--- src/rtl/addsub_arbiter.sv ---
// Two-requester arbiter in front of one shared 4-bit add/subtract unit.
// Define ADDSUB_ARB_FIXED_PRIO_EN to replace round-robin with fixed priority (requester 0 wins).
module addsub_arbiter (
  input  logic       clk,
  input  logic       rst,
  input  logic [1:0] req,
  input  logic       op0,
  input  logic       op1,
  input  logic [3:0] a0,
  input  logic [3:0] a1,
  input  logic [3:0] b0,
  input  logic [3:0] b1,
  output logic [1:0] gnt,
  output logic [1:0] done,
  output logic [4:0] res,
  output logic       busy,
  output logic [7:0] ledr
);

  // state   | meaning
  // S_IDLE  | no operation in flight, waiting for any req
  // S_GRANT | winner granted, its operands are latched this cycle
  // S_EXEC  | shared adder runs on the latched operands, result registered
  // S_DONE  | done pulse to the winner, res valid, pick next winner
  typedef enum logic [1:0] {S_IDLE, S_GRANT, S_EXEC, S_DONE} state_t;

  state_t     state_q, state_d;
  logic [1:0] gnt_q, gnt_d;
  logic [1:0] done_q, done_d;
  logic [4:0] res_q, res_d;
  logic       cur_q, cur_d;
  logic       op_lat_q, op_lat_d;
  logic [3:0] a_lat_q, a_lat_d;
  logic [3:0] b_lat_q, b_lat_d;

  logic       win_idx;
  logic [3:0] b_eff;
  logic [4:0] carry;
  logic [3:0] sum;
  logic       ovf;

`ifdef ADDSUB_ARB_FIXED_PRIO_EN
  assign win_idx = ~req[0];
`else
  logic ptr_q, ptr_d;

  // The pointer moves in DONE; the winner chosen in DONE must already see the moved value.
  always_comb begin
    ptr_d = ptr_q;
    if (state_q == S_DONE) ptr_d = ~cur_q;
  end

  assign win_idx = (req == 2'b11) ? ptr_d : req[1];

  always_ff @(posedge clk or posedge rst) begin
    if (rst) ptr_q <= 1'b0;
    else     ptr_q <= ptr_d;
  end
`endif

  // Subtract as A + ~B + 1 through the carry-in, so the one adder also yields
  // the correct overflow when B = -8 (negation wraps).
  assign b_eff = b_lat_q ^ {4{op_lat_q}};

  always_comb begin
    carry    = '0;
    sum      = '0;
    carry[0] = op_lat_q;
    for (int i = 0; i < 4; i++) begin
      sum[i]     = a_lat_q[i] ^ b_eff[i] ^ carry[i];
      carry[i+1] = (a_lat_q[i] & b_eff[i]) | (a_lat_q[i] & carry[i]) | (b_eff[i] & carry[i]);
    end
  end

  assign ovf = carry[3] ^ carry[4];

  always_comb begin
    state_d  = state_q;
    gnt_d    = gnt_q;
    done_d   = 2'b00;
    res_d    = res_q;
    cur_d    = cur_q;
    op_lat_d = op_lat_q;
    a_lat_d  = a_lat_q;
    b_lat_d  = b_lat_q;
    case (state_q)
      S_IDLE: begin
        if (req != 2'b00) begin
          state_d = S_GRANT;
          cur_d   = win_idx;
          gnt_d   = win_idx ? 2'b10 : 2'b01;
        end
      end
      S_GRANT: begin
        op_lat_d = cur_q ? op1 : op0;
        a_lat_d  = cur_q ? a1  : a0;
        b_lat_d  = cur_q ? b1  : b0;
        state_d  = S_EXEC;
      end
      S_EXEC: begin
        res_d   = {ovf, sum};
        done_d  = cur_q ? 2'b10 : 2'b01;
        state_d = S_DONE;
      end
      S_DONE: begin
        if (req != 2'b00) begin
          state_d = S_GRANT;
          cur_d   = win_idx;
          gnt_d   = win_idx ? 2'b10 : 2'b01;
        end else begin
          state_d = S_IDLE;
          gnt_d   = 2'b00;
        end
      end
      default: begin
        state_d = S_IDLE;
        gnt_d   = 2'b00;
      end
    endcase
  end

  always_ff @(posedge clk or posedge rst) begin
    if (rst) begin
      state_q  <= S_IDLE;
      gnt_q    <= 2'b00;
      done_q   <= 2'b00;
      res_q    <= 5'd0;
      cur_q    <= 1'b0;
      op_lat_q <= 1'b0;
      a_lat_q  <= 4'd0;
      b_lat_q  <= 4'd0;
    end else begin
      state_q  <= state_d;
      gnt_q    <= gnt_d;
      done_q   <= done_d;
      res_q    <= res_d;
      cur_q    <= cur_d;
      op_lat_q <= op_lat_d;
      a_lat_q  <= a_lat_d;
      b_lat_q  <= b_lat_d;
    end
  end

  assign gnt  = gnt_q;
  assign done = done_q;
  assign res  = res_q;
  assign busy = (state_q != S_IDLE);
  assign ledr = {a_lat_q, b_lat_q};

endmodule
--- config.mk ---
export PLATFORM = sky130hd
export DESIGN_NAME = addsub_arbiter
export DESIGN_NICKNAME = d
export VERILOG_FILES = /design/src/rtl/addsub_arbiter.sv
export SDC_FILE = /design/constraint.sdc
export NUM_CORES = 1
export LEC_CHECK = 0
export ABC_AREA = 1
export CORE_AREA = 2 2 47 92
export CTS_BUF_LIST = sky130_fd_sc_hd__clkbuf_2
export CTS_CLUSTER_SIZE = 12
export DETAILED_ROUTE_END_ITERATION = 7
export DIE_AREA = 0 0 49 94
export GPL_TIMING_DRIVEN = 0
export PLACE_DENSITY = 0.56
export REMOVE_ABC_BUFFERS = 1
export SLEW_MARGIN = 10
export SYNTH_ARGS = -nofsm -noshare
export SYNTH_HDL_FRONTEND = slang
export SYNTH_SLANG_ARGS = --single-unit
--- constraint.sdc ---
create_clock -name clk -period 1.9 [get_ports clk]
set_input_delay 0.19 -clock clk [delete_from_list [all_inputs] [get_ports clk]]
set_output_delay 0.19 -clock clk [all_outputs]
set_load 0.02 [all_outputs]
==> metrics.log, run 1 <==
INFO  metric critical_path_required = 2.15 ns
INFO  metric design.die.area = 0.004606 mm²
INFO  metric worstRegToRegCells = 6
INFO  metric worst_setup_path_start_kind = register
INFO  metric regToRegEndpoint = res[3]
INFO  metric post_synth.cell_area_avg = 9.041 µm²
INFO  metric tritoncts = yes
INFO  metric port-buffer-count = 39
INFO  metric power-per-cell-area = 1893 mW/mm²
INFO  metric finalHoldViolCount = 0
INFO  metric global_router_s_overall_resource_usage = 0.1162
INFO  metric die_y = 94 µm
INFO  metric finalSetupViolations = 2
INFO  metric design_power_total = 3113 µW
INFO  metric maxSlewHeadroom = 0.4498
INFO  metric leftover_overflow_at_the_end_of_global_routing = 0
INFO  metric synth.top_cells.by_count = 30 x nand2_1, 22 x dfrtp_1, 13 x inv_1, 13 x nor2_1, 9 x o21ai_0
INFO  metric crit_path_end_kind = register
INFO  metric setup_tns = -0.03264 ns
INFO  metric crit_path_start = op_lat_q
INFO  metric cts-root-to-sink-buffers = 2
INFO  metric drt_pre_antenna_iters = 4
INFO  metric worst_path_largest_cell_delay = 0.53 ns
INFO  metric floorplan.initialDensity = 0.2887
INFO  metric setup.reg_to_reg.worst_slack = -0.03 ns
INFO  metric achievable-frequency = 517.7 MHz
INFO  metric ios = 40
INFO  metric fin_crit_sh = 1.017
INFO  metric path_depth = 6
INFO  metric yosysWarnings = 0
INFO  metric timing.critical_path.to = res[3]
INFO  metric grt_pass1_wl = 4.167 mm
INFO  metric number_of_antenna_violations_at_the_first_check_in_global_routing = 0
INFO  metric syn_to_final_growth = 46.65%
INFO  metric number_of_clock_sinks_seen_by_cts = 22
INFO  metric netlist_instances = 124
INFO  metric fraction_of_registers_with_async_set_or_reset_after_synthesis = 1.000
INFO  metric slew_violations = 0
INFO  metric cts_buffers = 3
INFO  metric crit_path_top_delay_cell = fa_2
INFO  metric grt_busiest_layer = met2
INFO  metric yosysSeqAreaShare = 0.4911
INFO  metric antenna_violating_nets_post_route = 0
INFO  metric synthDominantCellAreaShare = 0.4911
INFO  metric synth.top_cells.by_area = dfrtp_1 49%, nand2_1 10%, ha_1 5.6%
INFO  metric avgViaCountPerCell = 4.365
INFO  metric crit_path_cell_trace = xor2_2 -> fa_2 -> inv_2 -> fa_2 -> fa_2 -> o21ai_1
INFO  metric cp_top_family = adder cells
INFO  metric detailed_placement_hpwl = 1.969 mm
INFO  metric core_ar = 0.003884 mm²
INFO  metric rsz_0062_raised_after_global_routing = true
INFO  metric critical_path.n_buffers_inverters = 1
INFO  metric synth-edff-count = 0
INFO  metric grt.met3_usage = 0.01752
INFO  metric cts_root_buffer = clkbuf_2
INFO  metric worst-slew-pin-transition = 0.8244 ns
INFO  metric post_route_cells_drive_above_1_share = 0.1310
INFO  metric synth_ff_type = dfrtp_1
INFO  metric maxCapViolCount = 0
INFO  metric vias = 956
INFO  metric grt_pass1_vias = 953
INFO  metric synth.most_common_cell = nand2_1
INFO  metric wl_per_cell = 11.55 µm
INFO  metric minimum_clock_period_after_layout = 1.931 ns
INFO  metric finalWirelength = 2.530 mm
INFO  metric initialDrtViolationCount = 26
INFO  metric syn_area = 0.001121 mm²
INFO  metric grt_max_degree = 23
INFO  metric ys_seq_elements = 22
INFO  metric irDropWorstVdd = 0.8655 mV
INFO  metric failed_checks = negative setup slack
INFO  metric reg2reg_start = op_lat_q
INFO  metric path_clk_slew = 0.21 ns
INFO  metric worstPathArrival = 2.18 ns
INFO  metric path_common_cell = fa_2
INFO  metric fin_nets = 199
INFO  metric antenna_cells_inserted = 0
INFO  metric fp.dieW = 49 µm
INFO  metric critical_path_peak_fanout = 3
INFO  metric worstHoldPathType = in2async
INFO  metric drc = 0
INFO  metric final.setup_skew = 0.01269 ns
INFO  metric post_synth_num_cell_types = 21
INFO  metric insertion_delay = 0.33 ns
INFO  metric run_status = complete, but fails checks
INFO  metric groute.layer.met1.usage = 0.1159
INFO  metric cts_max_level = 1
INFO  metric globalplace.congestion = 0.7568
INFO  metric fp-row-count = 32
INFO  metric synth_area_leader_cell = dfrtp_1
INFO  metric met2_usage = 0.2306
INFO  metric fin_ws = -0.03147 ns
INFO  metric cellLeakagePower = 0.0007475 µW
INFO  metric worstSetupPathType = reg2reg
[logic make-up (layout without fill, tap and decap cells)]
logic type | after synthesis | in the layout | synth area share
AO/OA/AOI/OAI | 22 | 22 | 0.1138
XOR/XNOR | 4 | 4 | 0.03126
adder cells (fa/ha/maj) | 8 | 8 | 0.1094
buffers and inverters | 18 | 62 | 0.07477
flip-flops | 22 | 22 | 0.4911
AND/OR/NAND/NOR | 50 | 50 | 0.1797
[sequential cells by signal, indices dropped and copies added, names as in the netlist, 2 cells and up]
signal   count
state_q      2
done         2
res          5
a_lat_q      4
gnt          2
b_lat_q      4
[report_power, final]
part | leakage, µW | internal [µW] | switching, µW
logic | 0.000458 | 877 | 1000
registers | 0.000263 | 711 | 200
clock network | 0.0000266 | 182 | 142
[worst min-delay path by stage]
stage	slack, ns	from	to	depth (start not counted)
2_1_floorplan	0.18	rst	a_lat_q[0]	1
3_3_place_gp	0.46	res[1]	res[1]	2
3_5_place_dp	0.47	res[1]	res[1]	2
4_1_cts	0.32	rst	res[1]	2
5_1_grt	0.36	rst	done[0]	2
6_report	0.29	rst	a_lat_q[2]	2
[cell usage in the layout, fill, tap and decap left out, types with 2 or more instances in the layout]
master            n
clkdlybuf4s50_1  38
nand2_1          29
dfrtp_1          21
nor2_1           13
inv_1            11
o21ai_0           7
a31oi_1           6
ha_1              5
buf_4             5
nand2_2           4
o22ai_1           4
o21ai_1           3
inv_2             3
xnor2_1           3
fa_2              3
clkbuf_2          3
nand3_1           2
o21a_1            2
[final cells by class]
type	count	area [µm²]
Clock inverter	1	30.03
Multi-Input combinational cell	84	504.2
Tap cell	51	63.81
Inverter	14	52.55
Fill cell	418	2240
Clock buffer	3	15.01
Timing Repair Buffer	44	426.7
Sequential cell	22	551.8
[stage by stage]
stage | hold slack (ns) | setup WS [ns] | cell area [µm²] | utilization | cells
floorplan | 0.1792 | -0.1421 | 1090 | - | 120
global placement | 0.4564 | -0.2006 | 1544 | 0.3976 | 210
detailed placement | 0.4677 | -0.2219 | 1544 | 0.3976 | 210
CTS | 0.3168 | -0.06024 | 1642 | 0.4227 | 219
global route | 0.3586 | -0.1150 | 1644 | 0.4233 | 219
finish | 0.2897 | -0.03147 | 1644 | 0.4233 | 219
[what timing repair did]
action                                  CTS  global route
pin swaps                                 2             2
resized for setup                         8             3
buffers inserted                          5             0
endpoints found under the setup margin    3             2
hold buffers                              0             0
[routing by layer]
metal | wire, µm | vias to the layer above
met1 | 951 | 441
met5 | 0 | -
li1 | - | 483
met3 | 101 | 4
met4 | 34 | 0
met2 | 1442 | 28
(Power assumes the default switching activity.)
==> run 2, diff against run 1 <==
--- a/config.mk
+++ b/config.mk
@@ -8,13 +8,15 @@
 export ABC_AREA = 1
 export CORE_AREA = 2 2 47 92
 export CTS_BUF_LIST = sky130_fd_sc_hd__clkbuf_2
-export CTS_CLUSTER_SIZE = 12
+export CTS_CLUSTER_SIZE = 24
 export DETAILED_ROUTE_END_ITERATION = 7
 export DIE_AREA = 0 0 49 94
 export GPL_TIMING_DRIVEN = 0
 export PLACE_DENSITY = 0.56
 export REMOVE_ABC_BUFFERS = 1
+export SKIP_LAST_GASP = 1
 export SLEW_MARGIN = 10
 export SYNTH_ARGS = -nofsm -noshare
 export SYNTH_HDL_FRONTEND = slang
 export SYNTH_SLANG_ARGS = --single-unit
+export TNS_END_PERCENT = 1
==> run 2 against run 1 <==
Sequential power hardly changed; final cell count stayed put; cell area hardly changed; maximum frequency is 0.83% lower; die area stayed put; register-to-register slack worse by 0.02 ns; sequential share of layout area hardly changed; critical path type unchanged; clock power hardly changed; largest power group unchanged; power hardly changed; clock skew hardly changed; the flow still finishes with violations (negative setup slack); combinational power hardly changed.
==> metrics.log, run 2 (synthesis results as in run 1) <==
INFO  metric grt_max_degree = 23
INFO  metric tritoncts = yes
INFO  metric instances_no_fill = 219
INFO  metric worst_path_largest_cell_delay = 0.53 ns
INFO  metric irDropWorstVdd = 0.8645 mV
INFO  metric slew_violations = 0
INFO  metric critical_path.n_buffers_inverters = 1
INFO  metric syn_to_final_growth = 46.76%
INFO  metric fp.dieW = 49 µm
INFO  metric post_route_cells_drive_above_1_share = 0.1190
INFO  metric crit_path_cell_trace = nand2_2 -> o21a_1 -> fa_2 -> inv_1 -> fa_2 -> fa_2 -> o21ai_1
INFO  metric power.share.clock = 0.104
INFO  metric cellLeakagePower = 0.0007500 µW
INFO  metric fin_crit_sh = 1.025
INFO  metric dpl-instance-area = 0.001544 mm²
INFO  metric cts_max_level = 1
INFO  metric maxCapViolCount = 0
INFO  metric regArea = 551.8 µm²
INFO  metric worst-slew-pin-transition = 0.8215 ns
INFO  metric design.die.area = 0.004606 mm²
INFO  metric worstSetupPathType = reg2reg
INFO  metric cts-root-to-sink-buffers = 2
INFO  metric fin_nets = 199
INFO  metric detailed_placement_hpwl = 1.969 mm
INFO  metric internal_power = 1771 µW
INFO  metric finalSetupViolations = 3
INFO  metric insertion_delay = 0.33 ns
INFO  metric power-per-cell-area = 1891 mW/mm²
INFO  metric port-buffer-count = 39
INFO  metric crit_path_end_kind = register
INFO  metric post_route_cell_area = 0.001645 mm²
INFO  metric pwr-share-comb = 0.604
INFO  metric finalHoldViolCount = 0
INFO  metric worst_setup_path_start_kind = register
INFO  metric path_common_cell = fa_2
INFO  metric critical_path_required = 2.15 ns
INFO  metric leftover_overflow_at_the_end_of_global_routing = 0
INFO  metric achievable-frequency = 513.4 MHz
INFO  metric critical_path_peak_fanout = 3
INFO  metric final.setup_skew = 0.01246 ns
INFO  metric fp-row-count = 32
INFO  metric crit_path_top_delay_cell = fa_2
INFO  metric path_clk_slew = 0.22 ns
INFO  metric run_status = complete, but fails checks
INFO  metric grt_pass1_wl = 4.167 mm
INFO  metric largest_reg_flops = 5
INFO  metric core_ar = 0.003884 mm²
INFO  metric antenna_violating_nets_post_route = 0
INFO  metric drc = 0
INFO  metric worst_hold_slack = 0.2862 ns
INFO  metric rsz_0062_raised_after_global_routing = true
INFO  metric design_power_total = 3111 µW
INFO  metric cts_buffers = 3
INFO  metric antenna_cells_inserted = 0
INFO  metric avgViaCountPerCell = 4.402
INFO  metric multi_input_comb_area = 504.2 µm²
INFO  metric placedCellCount = 210
INFO  metric most-common-layout-cells = 39 x clkdlybuf4s50_1, 29 x nand2_1, 21 x dfrtp_1
INFO  metric worstHoldPathType = in2async
INFO  metric finalWirelength = 2.544 mm
INFO  metric number_of_clock_sinks_seen_by_cts = 22
INFO  metric number_of_antenna_violations_at_the_first_check_in_global_routing = 0
INFO  metric sequentialPowerShare = 0.292
INFO  metric floorplan.initialDensity = 0.2887
INFO  metric total_switching_power = 1340 µW
INFO  metric initialDrtViolationCount = 28
INFO  metric cts_root_buffer = clkbuf_2
INFO  metric fillers = 417
INFO  metric layout.cells.most_common = clkdlybuf4s50_1
INFO  metric maxSlewHeadroom = 0.4518
INFO  metric failed_checks = negative setup slack
INFO  metric worstPathArrival = 2.20 ns
INFO  metric ios = 40
INFO  metric globalplace.congestion = 0.7568
INFO  metric die_y = 94 µm
INFO  metric grt_pass1_vias = 953
INFO  metric fin_ws = -0.04761 ns
INFO  metric minimum_clock_period_after_layout = 1.948 ns
INFO  metric drt_pre_antenna_iters = 5
INFO  metric vias = 964
INFO  metric wl_per_cell = 11.62 µm
INFO  metric cp_top_family = adder cells
INFO  metric net_sw_frac = 0.4307
INFO  metric global_router_s_overall_resource_usage = 0.1162
[run 2: cell count changes in the layout (fill, tap and decap cells not counted), sizes merged]
cell,change
clkdlybuf4s50,+1
dlygate4sd2,-1
[run 2: layout make-up]
cell class,instances,share of cell area
clock inverters,1,0.01825
clock buffers,3,0.009125
repair buffers,44,0.2601
multi-input cells,84,0.3065
inverters,14,0.03194
well taps,51,0.03878
flip-flops and latches,22,0.3354
[run 2: worst paths after layout]
kind / startpoint / cells past startpoint / slack [ns] / to
setup reg to reg: b_lat_q[0] / 7 / -0.05 / res[3]
max in group asynchronous: rst / 2 / 1.07 / op_lat_q
hold reg to reg: res[1] / 2 / 0.51 / res[1]
hold / removal: rst / 2 / 0.29 / res[1]
min in group clk: b0[2] / 3 / 0.38 / b_lat_q[2]
setup / recovery: b_lat_q[0] / 7 / -0.05 / res[3]
[run 2: timing repair]
action	4_1_cts	5_1_grt
hold endpoints to repair	0	0
setup buffers	5	0
hold buffers	0	0
setup endpoints to repair	3	3
pin swaps	2	1
gates resized for setup	6	2
[run 2: routing by layer]
metal	GRT usage	vias to the layer above	share of wire
li1	-	483	-
met1	0.1159	449	0.38
met2	0.2306	30	0.58
met3	0.01752	2	0.040
met4	0.04762	0	0.0067
met5	0	-	0
[run 2: through the flow]
step	setup slack, ns	utilization	TNS, ns
floorplan	-0.1421	-	-0.2327
finish	-0.04761	0.4236	-0.08161
CTS	-0.06734	0.4230	-0.1607
global placement	-0.2006	0.3976	-0.3349
detailed placement	-0.2219	0.3976	-0.3795
global route	-0.1306	0.4236	-0.3663
[run 2: power by group through the flow]
stage                     logic [µW]  clock network (µW)  registers [µW]
after floorplan                  895                   0            1110
after global placement          1690                   0             932
after detailed placement        1720                   0             943
after CTS                       1880                 332             911
after global routing            2090                 348             945
final                           1880                 324             909
==> run 3, diff against run 2 <==
--- a/config.mk
+++ b/config.mk
@@ -5,12 +5,11 @@
 export SDC_FILE = /design/constraint.sdc
 export NUM_CORES = 1
 export LEC_CHECK = 0
-export ABC_AREA = 1
-export CORE_AREA = 2 2 47 92
+export CORE_AREA = 2 2 48 94
 export CTS_BUF_LIST = sky130_fd_sc_hd__clkbuf_2
 export CTS_CLUSTER_SIZE = 24
 export DETAILED_ROUTE_END_ITERATION = 7
-export DIE_AREA = 0 0 49 94
+export DIE_AREA = 0 0 50 96
 export GPL_TIMING_DRIVEN = 0
 export PLACE_DENSITY = 0.56
 export REMOVE_ABC_BUFFERS = 1
==> run 3 against run 2 <==
Clock-buffer cell count did not move; critical endpoint unchanged; global-route usage about the same; routed wire length down 1.5%; the run still ends with negative setup slack left; register-to-register slack worse by 0.07 ns; largest cell class is now multi-input gates; cell area up 4.9%; highest routed layer unchanged.
==> metrics.log, run 3 <==
INFO  metric rsz_0062_raised_after_global_routing = true
INFO  metric synth_ff_type = dfrtp_1
INFO  metric initialDrtViolationCount = 9
INFO  metric critical_path_peak_fanout = 3
INFO  metric worstRegToRegCells = 6
INFO  metric most-common-layout-cells = 39 x clkdlybuf4s50_1, 21 x dfrtp_1, 15 x nor2_1
INFO  metric synth-edff-count = 0
INFO  metric crit_path_end_kind = register
INFO  metric worstPathArrival = 2.30 ns
INFO  metric drt_pre_antenna_iters = 4
INFO  metric path_clk_slew = 0.23 ns
INFO  metric worstSetupPathType = reg2reg
INFO  metric vias = 908
INFO  metric pwr-share-comb = 0.625
INFO  metric net_sw_frac = 0.4068
INFO  metric maxCapViolCount = 0
INFO  metric cts_buffers = 3
INFO  metric design_power_total = 3356 µW
INFO  metric run_status = complete, but fails checks
INFO  metric worst-slew-pin-transition = 0.8305 ns
INFO  metric number_of_clock_sinks_seen_by_cts = 22
INFO  metric internal_power = 1991 µW
INFO  metric grt_max_degree = 23
INFO  metric port-buffer-count = 39
INFO  metric cts_max_level = 1
INFO  metric critical_path_required = 2.19 ns
INFO  metric detailed_placement_hpwl = 1.900 mm
INFO  metric insertion_delay = 0.33 ns
INFO  metric worst_path_largest_cell_delay = 0.48 ns
INFO  metric crit_path_top_delay_cell = dfrtp_2
INFO  metric worst_setup_path_start_kind = register
INFO  metric grt_pass1_wl = 4.250 mm
INFO  metric yosysWarnings = 0
INFO  metric ys_seq_elements = 22
INFO  metric antenna_cells_inserted = 0
INFO  metric tritoncts = yes
INFO  metric ios = 40
INFO  metric number_of_antenna_violations_at_the_first_check_in_global_routing = 0
INFO  metric power.share.clock = 0.099
INFO  metric global_router_s_overall_resource_usage = 0.1165
INFO  metric synth.top_cells.by_area = dfrtp_1 47%, mux2i_1 7.7%, a21oi_1 5.6%
INFO  metric die_y = 96 µm
INFO  metric design.die.area = 0.004800 mm²
INFO  metric netlist_instances = 106
INFO  metric achievable-frequency = 496.7 MHz
INFO  metric synth_area_leader_cell = dfrtp_1
INFO  metric cts-root-to-sink-buffers = 2
INFO  metric post_route_cells_drive_above_1_share = 0.1645
INFO  metric syn_to_final_growth = 47.96%
INFO  metric fp-row-count = 33
INFO  metric path_common_cell = fa_2
INFO  metric syn_area = 0.001166 mm²
INFO  metric cellLeakagePower = 0.0007529 µW
INFO  metric post_synth.cell_area_avg = 11.00 µm²
INFO  metric minimum_clock_period_after_layout = 2.013 ns
INFO  metric avgViaCountPerCell = 4.451
INFO  metric yosysSeqAreaShare = 0.4721
INFO  metric maxSlewHeadroom = 0.4457
INFO  metric power-per-cell-area = 1945 mW/mm²
INFO  metric finalHoldViolCount = 0
INFO  metric crit_path_cell_trace = mux2_4 -> fa_2 -> inv_2 -> fa_2 -> fa_2 -> a21oi_2
INFO  metric failed_checks = negative setup slack
INFO  metric fp.dieW = 50 µm
INFO  metric layout.cells.most_common = clkdlybuf4s50_1
INFO  metric finalWirelength = 2.507 mm
INFO  metric floorplan.initialDensity = 0.2853
INFO  metric fillers = 397
INFO  metric critical_path.n_buffers_inverters = 1
INFO  metric worstHoldPathType = in2async
INFO  metric final_core_utilization = 0.4221
INFO  metric total_switching_power = 1365 µW
INFO  metric sequentialPowerShare = 0.276
INFO  metric fin_crit_sh = 1.060
INFO  metric slew_violations = 0
INFO  metric fin_nets = 183
INFO  metric worst_hold_slack = 0.2802 ns
INFO  metric irDropWorstVdd = 0.6653 mV
INFO  metric post_synth_num_cell_types = 27
INFO  metric grt_pass1_vias = 1010
INFO  metric cp_top_family = adder cells
INFO  metric final.setup_skew = 0.01112 ns
INFO  metric largest_reg_flops = 5
INFO  metric setup.reg_to_reg.worst_slack = -0.11 ns
INFO  metric regToRegEndpoint = res[3]
INFO  metric post-place-ws = -0.2076 ns
INFO  metric synthDominantCellAreaShare = 0.4721
INFO  metric crit_path_start = op_lat_q
INFO  metric globalplace.congestion = 0.7318
INFO  metric core_ar = 0.004088 mm²
INFO  metric wl_per_cell = 12.29 µm
INFO  metric reg2reg_start = op_lat_q
INFO  metric fraction_of_registers_with_async_set_or_reset_after_synthesis = 1.000
INFO  metric cts_root_buffer = clkbuf_2
INFO  metric synth.most_common_cell = dfrtp_1
INFO  metric finalSetupViolations = 3
INFO  metric leftover_overflow_at_the_end_of_global_routing = 0
INFO  metric fin_ws = -0.1133 ns
INFO  metric antenna_violating_nets_post_route = 0
INFO  metric drc = 0
INFO  metric synth.top_cells.by_count = 22 x dfrtp_1, 15 x nor2_1, 13 x a21oi_1
INFO  metric setup_tns = -0.2009 ns
-- run 3: final cells by class --
cell class,count,area [µm²],area share
Clock buffer,3,15.01,0.008702
Timing Repair Buffer,46,442.9,0.2567
Clock inverter,1,30.03,0.01740
Inverter,8,30.03,0.01740
Tap cell,52,65.06,0.03771
Multi-Input combinational cell,72,590.6,0.3423
Sequential cell,22,551.8,0.3198
-- run 3: kinds of logic (layout without fill, tap and decap cells) --
logic type      count (synthesis)  in the layout  share of synthesized area
xor+xnor                        5              5                    0.03755
fa+ha+maj                       8              8                     0.1052
buf+inv                        12             58                    0.04721
mux                            12             12                     0.1062
flops                          22             22                     0.4721
simple gates                   26             26                     0.1223
compound gates                 21             21                     0.1094
-- run 3: metal layers --
layer | routed length [µm] | GRT usage
met3 | 105 | 0.01863
met5 | 0 | 0
met1 | 858 | 0.1070
met2 | 1505 | 0.2368
met4 | 38 | 0.05324
-- run 3: repair_timing --
item / CTS / global route
pin swaps: 3 / 5
setup buffers: 6 / 1
resized for setup: 5 / 4
setup endpoints to repair: 3 / 3
hold buffers: 0 / 0
-- run 3: how the worst max path moves through the flow --
stage | to | slack [ns] | cells past startpoint
final | res[3] | -0.11 | 6
after global routing | res[3] | -0.17 | 6
after floorplan | res[3] | -0.19 | 6
after global placement | res[3] | -0.19 | 6
after CTS | res[4] | -0.09 | 7
after detailed placement | res[3] | -0.21 | 6
-- run 3: power groups by stage --
stage          clock [µW]  combinational (µW)  sequential [µW]
6_report              332                2100              927
5_1_grt               351                2280              970
4_1_cts               334                1950              931
3_5_place_dp            0                1760              968
3_3_place_gp            0                1730              955
2_1_floorplan           0                 952             1120
-- run 3: through the flow --
| step | instance area, µm² | cells |
|---|---|---|
| final | 1725 | 204 |
| after CTS | 1700 | 203 |
| after global routing | 1725 | 204 |
| after detailed placement | 1597 | 193 |
| after global placement | 1597 | 193 |
| after floorplan | 1141 | 102 |
